[src/rtl/adc_scan_ctrl.sv]
// -----------------------------------------------------------------------------
// adc_scan_ctrl
//
// Periodic channel scheduler for a PCF8591 I2C ADC. Once per sample period it
// walks the enabled analog inputs in ascending order, drives the I2C engine
// through one (or two) read transactions per channel and keeps the latest
// byte per channel in a 4-entry result file. One channel of the result file
// is routed to the display path.
//
// Build option:
//   ADC_SCAN_DISCARD_EN  defined   : two transactions per channel; the first
//                                    byte (stale conversion) is dropped and
//                                    the second one is stored.
//                        undefined : one transaction per channel, stored
//                                    directly (value lags one conversion).
//
// Ports:
//   clk, rst        rising-edge clock, synchronous active-high reset
//   en              scan enable
//   ch_mask[3:0]    enabled channels (bit n = AIN n), latched at round start
//   disp_ch[1:0]    channel routed to disp_data
//   i2c_req         one-cycle transaction start pulse
//   i2c_ctrl[7:0]   PCF8591 control byte, stable for the whole transaction
//   i2c_busy        engine busy, holds off i2c_req
//   i2c_done        transaction complete, i2c_rdata valid this cycle
//   i2c_err         NACK / bus fault
//   i2c_rdata[7:0]  byte read from the ADC
//   data_out[7:0]   most recently stored sample
//   data_ch[1:0]    channel of data_out
//   data_valid      one-cycle pulse when a sample is stored
//   disp_data[7:0]  registered result[disp_ch]
//   err             sticky transaction error / timeout flag
//   overrun         sticky flag: sample tick arrived during an active round
// -----------------------------------------------------------------------------
module adc_scan_ctrl #(
    parameter int CLK_HZ      = 50_000_000,
    parameter int SAMPLE_HZ   = 100,
    parameter int TIMEOUT_CYC = 200_000
) (
    input  logic       clk,
    input  logic       rst,
    input  logic       en,
    input  logic [3:0] ch_mask,
    input  logic [1:0] disp_ch,
    output logic       i2c_req,
    output logic [7:0] i2c_ctrl,
    input  logic       i2c_busy,
    input  logic       i2c_done,
    input  logic       i2c_err,
    input  logic [7:0] i2c_rdata,
    output logic [7:0] data_out,
    output logic [1:0] data_ch,
    output logic       data_valid,
    output logic [7:0] disp_data,
    output logic       err,
    output logic       overrun
);

    localparam int P  = CLK_HZ / SAMPLE_HZ;
    localparam int TW = (P > 1) ? $clog2(P) : 1;
    localparam int OW = (TIMEOUT_CYC > 1) ? $clog2(TIMEOUT_CYC) : 1;

    typedef enum logic [2:0] {
        S_IDLE,
        S_REQ,
        S_WAIT,
        S_STORE,
        S_NEXT
    } state_e;

    state_e          state_q, state_d;
    logic [TW-1:0]   tick_cnt_q;
    logic            tick;
    logic [3:0]      mask_q, mask_d;
    logic [1:0]      ch_q, ch_d;
    logic [OW-1:0]   to_q, to_d;
    logic [7:0]      data_out_q, data_out_d;
    logic [1:0]      data_ch_q, data_ch_d;
    logic [3:0][7:0] result_q, result_d;
    logic [7:0]      disp_q;
    logic            err_q, ovr_q, en_q;
    logic            err_set, en_fall;
`ifdef ADC_SCAN_DISCARD_EN
    logic            pass_q, pass_d;   // 0 = dummy pass, 1 = real pass
`endif

    function automatic logic [1:0] lowest(input logic [3:0] m);
        if (m[0])      return 2'd0;
        else if (m[1]) return 2'd1;
        else if (m[2]) return 2'd2;
        else           return 2'd3;
    endfunction

    assign tick    = (tick_cnt_q == TW'(P - 1));
    // Sticky flags clear on the first cycle en is seen low.
    assign en_fall = en_q & ~en;

    always_comb begin
        state_d    = state_q;
        mask_d     = mask_q;
        ch_d       = ch_q;
        to_d       = to_q;
        data_out_d = data_out_q;
        data_ch_d  = data_ch_q;
        result_d   = result_q;
        err_set    = 1'b0;
        i2c_req    = 1'b0;
`ifdef ADC_SCAN_DISCARD_EN
        pass_d     = pass_q;
`endif
        case (state_q)
            S_IDLE: begin
                if (tick && en && (ch_mask != 4'd0)) begin
                    mask_d  = ch_mask;
                    ch_d    = lowest(ch_mask);
`ifdef ADC_SCAN_DISCARD_EN
                    pass_d  = 1'b0;
`endif
                    state_d = S_REQ;
                end
            end
            S_REQ: begin
                if (!i2c_busy) begin
                    i2c_req = 1'b1;
                    to_d    = '0;
                    state_d = S_WAIT;
                end
            end
            S_WAIT: begin
                to_d = to_q + OW'(1);
                // Error beats a simultaneous done: nothing is stored.
                if (i2c_err) begin
                    err_set = 1'b1;
                    state_d = S_NEXT;
                end else if (i2c_done) begin
`ifdef ADC_SCAN_DISCARD_EN
                    if (!pass_q) begin
                        pass_d  = 1'b1;
                        state_d = S_REQ;
                    end else begin
                        data_out_d = i2c_rdata;
                        data_ch_d  = ch_q;
                        state_d    = S_STORE;
                    end
`else
                    data_out_d = i2c_rdata;
                    data_ch_d  = ch_q;
                    state_d    = S_STORE;
`endif
                end else if (to_q == OW'(TIMEOUT_CYC - 1)) begin
                    err_set = 1'b1;
                    state_d = S_NEXT;
                end
            end
            S_STORE: begin
                // data_out_q already holds the byte captured at done.
                result_d[ch_q] = data_out_q;
                state_d        = S_NEXT;
            end
            S_NEXT: begin
                mask_d = mask_q & ~(4'b0001 << ch_q);
                if (!en || (mask_d == 4'd0)) begin
                    state_d = S_IDLE;
                end else begin
                    ch_d    = lowest(mask_d);
`ifdef ADC_SCAN_DISCARD_EN
                    pass_d  = 1'b0;
`endif
                    state_d = S_REQ;
                end
            end
            default: state_d = S_IDLE;
        endcase
    end

    always_ff @(posedge clk) begin
        if (rst) begin
            state_q    <= S_IDLE;
            tick_cnt_q <= '0;
            mask_q     <= '0;
            ch_q       <= '0;
            to_q       <= '0;
            data_out_q <= '0;
            data_ch_q  <= '0;
            result_q   <= '0;
            disp_q     <= '0;
            err_q      <= 1'b0;
            ovr_q      <= 1'b0;
            en_q       <= 1'b0;
`ifdef ADC_SCAN_DISCARD_EN
            pass_q     <= 1'b0;
`endif
        end else begin
            state_q    <= state_d;
            tick_cnt_q <= tick ? '0 : tick_cnt_q + TW'(1);
            mask_q     <= mask_d;
            ch_q       <= ch_d;
            to_q       <= to_d;
            data_out_q <= data_out_d;
            data_ch_q  <= data_ch_d;
            result_q   <= result_d;
            // Read the next-state file so a store shows one cycle after the write.
            disp_q     <= result_d[disp_ch];
            en_q       <= en;
`ifdef ADC_SCAN_DISCARD_EN
            pass_q     <= pass_d;
`endif
            if (en_fall)      err_q <= 1'b0;
            else if (err_set) err_q <= 1'b1;
            if (en_fall)                          ovr_q <= 1'b0;
            else if (tick && state_q != S_IDLE)   ovr_q <= 1'b1;
        end
    end

    assign i2c_ctrl   = {6'b000000, ch_q};
    assign data_out   = data_out_q;
    assign data_ch    = data_ch_q;
    assign data_valid = (state_q == S_STORE);
    assign disp_data  = disp_q;
    assign err        = err_q;
    assign overrun    = ovr_q;

endmodule

[config.mk]
export PLATFORM = sky130hd
export DESIGN_NAME = adc_scan_ctrl
export DESIGN_NICKNAME = d
export VERILOG_FILES = /design/src/rtl/adc_scan_ctrl.sv
export SDC_FILE = /design/constraint.sdc
export NUM_CORES = 1
export LEC_CHECK = 0
export ABC_AREA = 1
export ABC_CLOCK_PERIOD_IN_PS = 2200
export CORE_ASPECT_RATIO = 0.7
export CORE_UTILIZATION = 50
export DETAILED_ROUTE_END_ITERATION = 7
export PLACE_DENSITY = 0.77
export SYNTH_ARGS = -nofsm -noshare
export SYNTH_HDL_FRONTEND = slang
export SYNTH_SLANG_ARGS = --single-unit
[constraint.sdc]
create_clock -name clk -period 2.2 [get_ports clk]
set_clock_uncertainty 0.15 [all_clocks]
set_input_delay 0.44 -clock clk [delete_from_list [all_inputs] [get_ports clk]]
set_output_delay 0.44 -clock clk [all_outputs]
set_load 0.005 [all_outputs]
==> qor.yml, run 1 <==
die:
  ios: 50
  die_h_microns: 83.1
  core_sq_um: 9070
  dieArea_sq_um: 9790
  rows: 29
  fp.dieW_microns: 118
  start_util: 0.518
clock_tree:
  cts_max_level: 3
  clk_pin_slew_ns: 0.07
  clk_latency_ns: 0.35
  cts.sinks: 99
  cts_tree: "yes"
  cts_hold_buf: 0
  clk_path_buf_depth: 2
  numCtsBuffers: 9
  cts-root-buf: "clkbuf_16"
pwr:
  p_per_area_nw_per_um2: 768
  power_w: 0.00427
  vdd_drop_max_mv: 0.407
  power_leakage_nw: 2.32
critical_path:
  endpoint_kind: "output pin"
  critPathLaunchType: "flop"
  cp.required_ns: 1.61
  cp.arrival_ns: 1.52
  crit_fanout: 4
  critical_path_class: "reg2out"
outcome:
  status: "complete, no violations"
timing:
  final.period_utilization: 0.960
  worst_pin_slew_ns: 0.554
  slew_viol_final: 0
  timing.slew.headroom: 0.631
  finalCriticalPeriod_ns: 2.11
  finalSetupViolations: 0
  hold_violations: 0
  clock.fmax_mhz: 473
finish:
  area_delta_synth_final_pct: 18.4
  layout_common_cells: "160 x nand2_1, 111 x nor2_1, 96 x dfxtp_1"
  layout-drive-gt1-share: 0.0783
  design_area_sq_um: 5560
  diodes: 0
  layout_commonest_cell: "nand2_1"
  final_nets: 758
synthesis:
  seq_area_frac_synth: 0.422
  ys_types: 45
  synthFlopType: "dfxtp_1"
  synth_seq_cells: 99
  async_reset_ff_frac: 0
  synth-edff-count: 0
  netlist_area_sq_um: 4700
  yosysWarnings: 0
  syn_area_per_cell_sq_um: 6.82
  synthCells: 689
route:
  drc_errors: 0
  via_per_inst: 5.23
  vias: 4526
  drtAntennaViolNets: 0
  dr.pass1.iters: 6
  wire_per_inst_microns: 12.8
  drtIter0Drc: 374
  wirelength_microns: 11100
global_route:
  antenna_found_initial: 0
  grt-ovfl-total: 0
  grtUsageTotal: 0.239
  grt_pass1_wl_microns: 18900
  first_global_vias: 4237
  grt_start_max_net_pins: 37
place:
  io_buffers: 43
  gp_congestion: 0.892
  post_dp_cell_area_sq_um: 5240
  hpwl_microns: 7780
job:
  maxCapViolations: 0
hold_path:
  worstHoldPathType: "reg2reg"
where the power goes:
group          switching [W]  total (W)  internal [W]
registers          0.0000831    0.00197       0.00189
logic               0.000480   0.000810      0.000330
clock network       0.000715    0.00149      0.000772
total                0.00128    0.00427       0.00299
kinds of logic (layout without fill, tap and decap cells):
| group | Yosys count | count (layout) | share of synthesized area |
|---|---|---|---|
| XOR/XNOR | 5 | 5 | 0.00933 |
| buffers and inverters | 104 | 151 | 0.0959 |
| adder cells (fa/ha/maj) | 2 | 2 | 0.00533 |
| AO/OA/AOI/OAI | 115 | 115 | 0.132 |
| flip-flops | 99 | 99 | 0.422 |
| AND/OR/NAND/NOR | 363 | 363 | 0.335 |
| other | 1 | 6 | 0.000799 |
routing by layer:
| layer | share of wire | GRT usage |
|---|---|---|
| met1 | 0.45 | 0.293 |
| met2 | 0.47 | 0.411 |
| met3 | 0.066 | 0.0611 |
| met4 | 0.012 | 0.0746 |
| met5 | 0 | 0 |
worst max-delay path, stage by stage (launching register included):
cell,delay [ns]
dfxtp_2,0.35
inv_2,0.06
buf_4,0.17
nor2_8,0.10
clkdlybuf4s50_1,0.51
path summary, 6_finish.rpt:
| path | end | slack (ns) | from | cells past startpoint |
|---|---|---|---|---|
| max reg2reg | to_q[14] | 0.22 | to_q[0] | 10 |
| min reg2reg | tick_cnt_q[0] | 0.30 | tick_cnt_q[0] | 1 |
| max | data_valid | 0.09 | state_q[0] | 4 |
| min | tick_cnt_q[0] | 0.30 | tick_cnt_q[0] | 1 |
repair_timing:
| action | 4_1_cts | 5_1_grt |
|---|---|---|
| buffers inserted | 1 | 1 |
| gates resized for setup | 2 | 8 |
| pin swaps | 1 | 2 |
| setup endpoints to repair | 2 | 3 |
per-stage QoR:
stage / std cells / hold WS, ns / setup TNS (ns) / setup WS [ns] / util
floorplan: 694 / 0.267 / 0 / 0.575 / -
global placement: 847 / 0.283 / 0 / 0.0870 / 0.577
detailed placement: 847 / 0.294 / 0 / 0.0614 / 0.577
CTS: 864 / 0.303 / 0 / 0.0169 / 0.610
global route: 865 / 0.327 / -0.0190 / -0.0190 / 0.613
finish: 865 / 0.299 / 0 / 0.0877 / 0.613
synth_stat cells, types with 3 or more instances:
| cell type | count | area [sq um] |
|---|---|---|
| nor2_2 | 3 | 18.8 |
| nand4_1 | 7 | 43.8 |
| nand2_1 | 161 | 604 |
| inv_2 | 4 | 15.0 |
| dfxtp_1 | 99 | 1980 |
| buf_2 | 3 | 15.0 |
| nor2_1 | 111 | 417 |
| clkbuf_1 | 10 | 37.5 |
| inv_1 | 73 | 274 |
| a31oi_1 | 3 | 18.8 |
| nand2_4 | 4 | 45.0 |
| xnor2_1 | 3 | 26.3 |
| buf_4 | 9 | 67.6 |
| or2_2 | 3 | 18.8 |
| a21oi_1 | 51 | 255 |
| nor3_1 | 8 | 40.0 |
| buf_6 | 3 | 33.8 |
| o21ai_0 | 33 | 165 |
| o21ai_1 | 17 | 85.1 |
| nand3_1 | 51 | 255 |
sequential cells by signal, summed over array words and instances, names as in the netlist, 2 cells and up:
| signal | count |
|---|---|
| result_q | 32 |
| tick_cnt_q | 19 |
| to_q | 18 |
| data_out | 8 |
| disp_data | 8 |
| mask_q | 4 |
| state_q | 3 |
| ch_q | 2 |
| data_ch | 2 |
final cells by class:
| class | count | area [sq um] |
|---|---|---|
| clock buffer | 9 | 225 |
| timing repair buffer | 58 | 546 |
| tap | 124 | 155 |
| sequential | 99 | 1990 |
| clock inverter | 7 | 53.8 |
| inverter | 77 | 289 |
| fill | 835 | 3510 |
| multi-input combinational | 491 | 2300 |
Note: power is estimated with default switching activity, not from simulation.
==> run 2: changes to the inputs <==
- CORE_UTILIZATION: 50 -> 40
- PLACE_DENSITY: 0.77 -> 0.65
==> qor.yml, run 2 (synthesis gave the netlist of run 1 again) <==
die:
  die_h_microns: 92.7
  fp.dieW_microns: 132
  rows: 32
  core_sq_um: 11200
  dieArea_sq_um: 12200
  ios: 50
  start_util: 0.419
route:
  wire_per_inst_microns: 12.9
  drc_errors: 0
  wirelength_microns: 11500
  dr.pass1.iters: 5
  via_per_inst: 4.97
  drtAntennaViolNets: 0
  drtIter0Drc: 393
  vias: 4441
timing:
  hold_violations: 0
  slew_viol_final: 0
  timing.slew.headroom: 0.620
  finalCriticalPeriod_ns: 2.02
  hold_ws_ns: 0.299
  finalSetupViolations: 0
  layout_setup_ws_ns: 0.183
  final.period_utilization: 0.917
  worst_pin_slew_ns: 0.569
  rsz0062_at_grt: "false"
  clock.fmax_mhz: 496
critical_path:
  crit_fanout: 4
  max_stage_delay_ns: 0.38
  rrSetupSlack_ns: 0.18
  critical_path_class: "reg2reg"
  worstReg2RegStart: "to_q[0]"
  endpoint_kind: "flop"
  cp.arrival_ns: 2.16
  crit_path_top_delay_cell: "dfxtp_1"
  cp.required_ns: 2.34
  cp_top_family: "simple AND/OR/NAND/NOR gates"
  path_buf_inv: 1
  critPathLaunchType: "flop"
  r2r_end: "to_q[16]"
  r2r_cells: 11
  path_cells: "ha_1, nand2_1, nor2_1, nand2_1, nor2_1, nand3_1, nor2_2, nand3_1, nand2_1, inv_1, nor2_1"
clock_tree:
  cts-root-buf: "clkbuf_16"
  cts_max_level: 3
  cts_hold_buf: 0
  clk_pin_slew_ns: 0.07
  numCtsBuffers: 9
  clk_path_buf_depth: 2
  cts_tree: "yes"
  cts.sinks: 99
  clk_latency_ns: 0.35
global_route:
  grt_start_max_net_pins: 51
  grtUsageTotal: 0.196
  first_global_vias: 3916
  grt-ovfl-total: 0
  grt_pass1_wl_microns: 19200
  antenna_found_initial: 0
hold_path:
  whs_path_depth: 2
  holdPathEnd: "overrun"
  worstHoldPathType: "reg2reg"
  hold_start: "overrun"
pwr:
  vdd_drop_max_mv: 0.396
  power_leakage_nw: 2.34
  p_per_area_nw_per_um2: 775
outcome:
  status: "complete, no violations"
place:
  hpwl_microns: 8140
  post_dp_cell_area_sq_um: 5280
  io_buffers: 43
  dp.cells: 876
  dp_slack_ns: 0.0634
  gp_congestion: 0.875
finish:
  final_nets: 758
  layout_common_cells: "161 x nand2_1, 109 x nor2_1, 97 x dfxtp_1"
  diodes: 0
  largest_register_ffs: 32
  regMostFlops: "result_q"
  layout_commonest_cell: "nand2_1"
  final_core_util: 0.500
  layout-drive-gt1-share: 0.0796
  fin_cells: 894
  design_area_sq_um: 5610
  area_delta_synth_final_pct: 19.5
  reg.largest.list: "result_q: 32 flops, tick_cnt_q: 19 flops, to_q: 18 flops"
job:
  maxCapViolations: 0
run 2: cell count changes in the layout (fill, tap and decap cells not counted), moves of 2 or more:
cell,change
clkinvlp_4,-2
nor2_2,+3
inv_8,+2
clkdlybuf4s50_1,-2
nor2_1,-2
run 2: cell type report:
type	instances	area, sq um
clock inverters	7	68.8
flip-flops and latches	99	1980
fillers	1121	5600
multi-input cells	491	2300
well taps	153	191
clock buffers	9	225
inverters	77	289
repair buffers	58	552
run 2: through the flow:
stage | setup TNS, ns | total power (W)
final | 0 | 0.00435
after floorplan | 0 | 0.00250
after CTS | -0.0174 | 0.00435
after global placement | 0 | 0.00277
after detailed placement | 0 | 0.00279
after global routing | 0 | 0.00457
run 2: power breakdown:
| group | internal, W | switching (W) | total [W] |
|---|---|---|---|
| clock network | 0.000797 | 0.000760 | 0.00156 |
| registers | 0.00189 | 0.0000845 | 0.00197 |
| logic | 0.000330 | 0.000492 | 0.000821 |
run 2: how the worst max path moves through the flow:
stage                        from        endpoint  depth (start not counted)
floorplan           tick_cnt_q[0]  tick_cnt_q[12]                          7
global placement         i2c_busy         i2c_req                          5
detailed placement       i2c_busy         i2c_req                          5
CTS                    state_q[2]         i2c_req                          4
global route              to_q[0]      state_q[0]                         10
finish                    to_q[0]        to_q[16]                         11
run 2: worst reg2reg max path: stages (launching register included):
cell and delay, ns:
dfxtp_1 0.38, ha_1 0.19, nand2_1 0.10, nor2_1 0.16, nand2_1 0.15, nor2_1 0.17, nand3_1 0.21, nor2_2 0.20
nand3_1 0.09, nand2_1 0.07, inv_1 0.03, nor2_1 0.06
run 2: repair_timing:
action | CTS | global route
resized for setup | 4 | 5
setup buffers | 0 | 2
endpoints found under the setup margin | 2 | 3
pin swaps | 1 | 3
run 2: layer usage:
metal | track usage | wire, microns | vias to the layer above
met1 | 0.291 | 6120 | 2002
met2 | 0.287 | 4610 | 131
met4 | 0.0494 | 104 | 0
li1 | - | - | 2299
met5 | 0 | 0 | -
met3 | 0.0383 | 676 | 9
